$ cat src/rtl/keep_one_in_n_unzip.sv
// Expands 32-bit words of four packed 8-bit IQ symbols (4-bit I/Q) into four
// 32-bit {I16, Q16} samples, one per output beat.
module keep_one_in_n_unzip #(
  parameter int WIDTH       = 32,
  parameter int EXPAND_MODE = 0
) (
  input  logic             clk,
  input  logic             reset,
  input  logic [WIDTH-1:0] i_tdata,
  input  logic             i_tlast,
  input  logic             i_tvalid,
  output logic             i_tready,
  output logic [WIDTH-1:0] o_tdata,
  output logic             o_tlast,
  output logic             o_tvalid,
  input  logic             o_tready
);

  logic [WIDTH-1:0] word_reg;
  logic             last_reg;
  logic             full;
  logic [1:0]       idx;
  logic [7:0]       sym;
  logic             word_done;
  logic             in_beat;
  logic             out_beat;

  // Nibble lands in the MSBs so the 4-bit two's-complement sign carries over.
  function automatic logic [15:0] expand(input logic [3:0] nib);
    if (EXPAND_MODE == 1)
      return {nib, nib, nib, nib};
    else
      return {nib, 12'h000};
  endfunction

  always_comb begin
    sym = '0;
    case (idx)
      2'd0:    sym = word_reg[23:16];
      2'd1:    sym = word_reg[31:24];
      2'd2:    sym = word_reg[7:0];
      default: sym = word_reg[15:8];
    endcase
  end

  assign word_done = (idx == 2'd3);
  assign o_tdata   = {expand(sym[7:4]), expand(sym[3:0])};
  assign o_tvalid  = full;
  assign o_tlast   = full & last_reg & word_done;
  assign i_tready  = ~full | (word_done & o_tready);
  assign in_beat   = i_tvalid & i_tready;
  assign out_beat  = full & o_tready;

  // A load always wins over the final output beat so back-to-back words have no bubble.
  always_ff @(posedge clk or posedge reset) begin
    if (reset) begin
      word_reg <= '0;
      last_reg <= 1'b0;
      full     <= 1'b0;
      idx      <= '0;
    end else if (in_beat) begin
      word_reg <= i_tdata;
      last_reg <= i_tlast;
      full     <= 1'b1;
      idx      <= '0;
    end else if (out_beat) begin
      if (word_done) begin
        full <= 1'b0;
        idx  <= '0;
      end else begin
        idx <= idx + 2'd1;
      end
    end
  end

endmodule

$ cat config.mk
export PLATFORM = sky130hd
export DESIGN_NAME = keep_one_in_n_unzip
export DESIGN_NICKNAME = d
export VERILOG_FILES = /design/src/rtl/keep_one_in_n_unzip.sv
export SDC_FILE = /design/constraint.sdc
export NUM_CORES = 1
export LEC_CHECK = 0
export BUFFER_PORTS_ARGS = -buffer_cell sky130_fd_sc_hd__buf_2
export CAP_MARGIN = 20
export CORE_AREA = 2 2 70 72
export DETAILED_ROUTE_END_ITERATION = 8
export DIE_AREA = 0 0 72 74
export PLACE_DENSITY = 0.72
export SKIP_LAST_GASP = 1
export SLEW_MARGIN = 20
export SYNTH_ARGS = -nofsm -noshare
export SYNTH_HDL_FRONTEND = slang
export SYNTH_SLANG_ARGS = --single-unit
$ cat constraint.sdc
create_clock -name clk -period 1.5 [get_ports clk]
set_input_delay 0.075 -clock clk [delete_from_list [all_inputs] [get_ports clk]]
set_output_delay 0.075 -clock clk [all_outputs]
set_load 0.02 [all_outputs]
==> results.md <==
- Mapped Area: 2000 um^2
- R2r setup slk: -0.24 ns
- Worst skew pair latency: between 0.2 and 0.3 ns
- Async S/R FF share, synth: 1.00
- Iter 0 DRT Violations: between 60 and 70
- Most Used Layer, Global Route: met2
- Fraction of layout cells with a size suffix above 1: 0.574
- Total power: 5.59 mW
- Layout net count: approximately 260
- Final global-route overflow total: 0
- RSZ-0062 raised after global routing: true
- Vias in the first global route: 1,322
- Synth cell count leaders: dfrtp_1, mux2_4, buf_4
- Die H: 74 um
- Synth area leaders: dfrtp_1, mux2_4, buf_4
- Crit Path Category: flip-flop to output port
- Cell variety after synth: 22
- DRC violations left: 0
- Hold Path End: word_reg[9]
- Worst-path clk slew: 0.07 ns
- Worst-case reg-to-reg path depth: 7
- Setup ws final: -0.281 ns
- Top FF cell, synth: dfrtp_1
- Largest net degree at the start of global routing: 37
- Core area: 4600 um^2
- H-tree depth: 2
- Routed WL: 4.02 mm
- Beginning of the worst hold path: i_tdata[9]
- TritonCTS Buffers: 5
- Fin crit period: roughly 1.8 ns
- Input/output buffers: 47
- Pwr/cell area: 2090 nW/um^2
- Sequential share of the synthesized area: 0.451
- Hold Path Depth: 2
- Utilization after layout: 0.583
- Initial antenna violation count: 0
- Number of max-cap violations: 0
- Hpwl dp: approximately 2.7 mm
- Max Fclk: 0.562 GHz
- Hold Violations, Final: 0
- Placer Congestion: approximately 0.7
- Synth area leader: dfrtp_1
- IO Pins: 72
- Worst Clk Skew: 0.00680 ns
- Wire length per cell: 14.5 um
- Worst setup SP type: flip-flop
- DIE WIDTH: 72 um
- Static Leakage: 1.42 nW
- Area post-placement: 2290 um^2
- Clock Tree Root: clkbuf_8
- CP max FO: 8
- Mapped Cells: ~140
- Synth Register Bits: 36
- 1st-pass router iterations: 6
- Deepest clock path buffer count: 2
- EDFF count, synth: 0
- # setup viols final: 43
- Yosys top cell area share: 0.451
- Total Routing Usage GR: 0.163
- DP Cell Count: 253
- Setup TNS Final: -8.82 ns
- Routed via count: 1,308
- CP Capture Type: output port
- Worst r2r dst: word_reg[6]
- Critical path data required time: 1.42 ns
- Failing checks: setup timing
- Avg Inst Size Synth: 14.0 um^2
- Outcome: finished with violations
- Hold/Removal Path Class: primary input to flip-flop
- Met3 usage: 0.0501
- Starting density of the core: 0.435
- P&R area growth vs syn: 34.1%
- Post-route insts no fill: 277
- Most frequent cell after synthesis: dfrtp_1
- Worst slack, placed: -0.113 ns
- Max reg flops: 32
- Post-DRT Antenna Nets: 0
- Period utilization: 1.19
- Worst R2R Start: idx[1]
- Critical Path Start: idx[1]
- TritonCTS clock tree: yes
- Antenna cell count: 0
- TritonCTS Sinks: 36
- Die area: 5330 um^2
- Synth warn: 0
- Max-slew violation count: 0
- Global-route wire length before repair: 6.38 mm
- Final Instance Area: 2680 um^2
- Grt met1 use: 0.191
- Worst Path Arrival: 1.71 ns
- Peak VDD IR: 1.16 mV
- Via density: roughly 4.7
- WHS: between 0.01 and 0.015 ns
- Met2 Track Usage GR: 0.278
- Row Count: 25
kinds of logic after synthesis:
group / count (synthesis) / share of synthesized area
other: 1 / 0.00188
DFF: 36 / 0.451
buffers and inverters: 42 / 0.149
and+or+nand+nor: 7 / 0.0282
AOI/OAI and AO/OA: 11 / 0.0576
adders and majority gates: 4 / 0.0250
muxes: 42 / 0.287
layout make-up:
class / instances / area [um^2]
clock buffer: 6 / 72.6
fill: 363 / 1920
sequential: 36 / 901
inverter: 11 / 41.3
clock inverter: 2 / 35.0
tap: 54 / 67.6
timing repair buffer: 80 / 626
multi-input combinational: 88 / 936
critical path, cell delays in order, from the launching register on:
cell and delay [ns]:
dfrtp_1 0.40, inv_2 0.09, ha_4 0.20, a222oi_1 0.40, mux2i_1 0.14, buf_4 0.18
where the power goes:
group | leakage, nW | switching [mW] | internal [mW]
logic | 0.933 | 1.24 | 1.74
clock network | 0.0552 | 0.346 | 0.493
registers | 0.430 | 0.312 | 1.46
layer usage:
layer	share of wire	wire, um	vias to the layer above
met5	0	0	-
met4	0.018	74	0
met3	0.065	260	7
met2	0.51	2060	60
met1	0.41	1630	634
li1	-	-	607
repair_timing:
action,4_1_cts,5_1_grt
cloned,2,0
hold endpoints to repair,36,0
hold buffers,1,0
gates resized for setup,25,1
pin swaps,6,4
setup buffers,11,2
setup endpoints to repair,39,43
cells in the final DEF, fill, tap and decap left out:
master         count
and3_2             1
buf_16             2
buf_2             41
inv_2              2
inv_1              9
nor2_1             1
a21bo_4            1
a222oi_1           8
buf_6              6
dlygate4sd3_1      1
dfrtp_1           36
clkbuf_8           5
a32o_1             1
nand4_1            1
ha_4               4
nand3b_1           1
mux2i_1            9
o311ai_0           1
mux2_2             3
clkbuf_1           1
nand2_1            1
mux2_4            30
nand2_8            1
buf_12             5
conb_1            24
clkinv_2           1
buf_4             25
or2b_1             1
bufinv_16          1
how the worst max path moves through the flow:
| stage | cells past startpoint | endpoint |
|---|---|---|
| after floorplan | 5 | word_reg[0] |
| after global placement | 5 | o_tdata[29] |
| after detailed placement | 5 | o_tdata[30] |
| after CTS | 5 | o_tdata[30] |
| after global routing | 5 | o_tdata[30] |
| final | 5 | o_tdata[30] |
No activity file was read; power rests on OpenSTA's default activity.
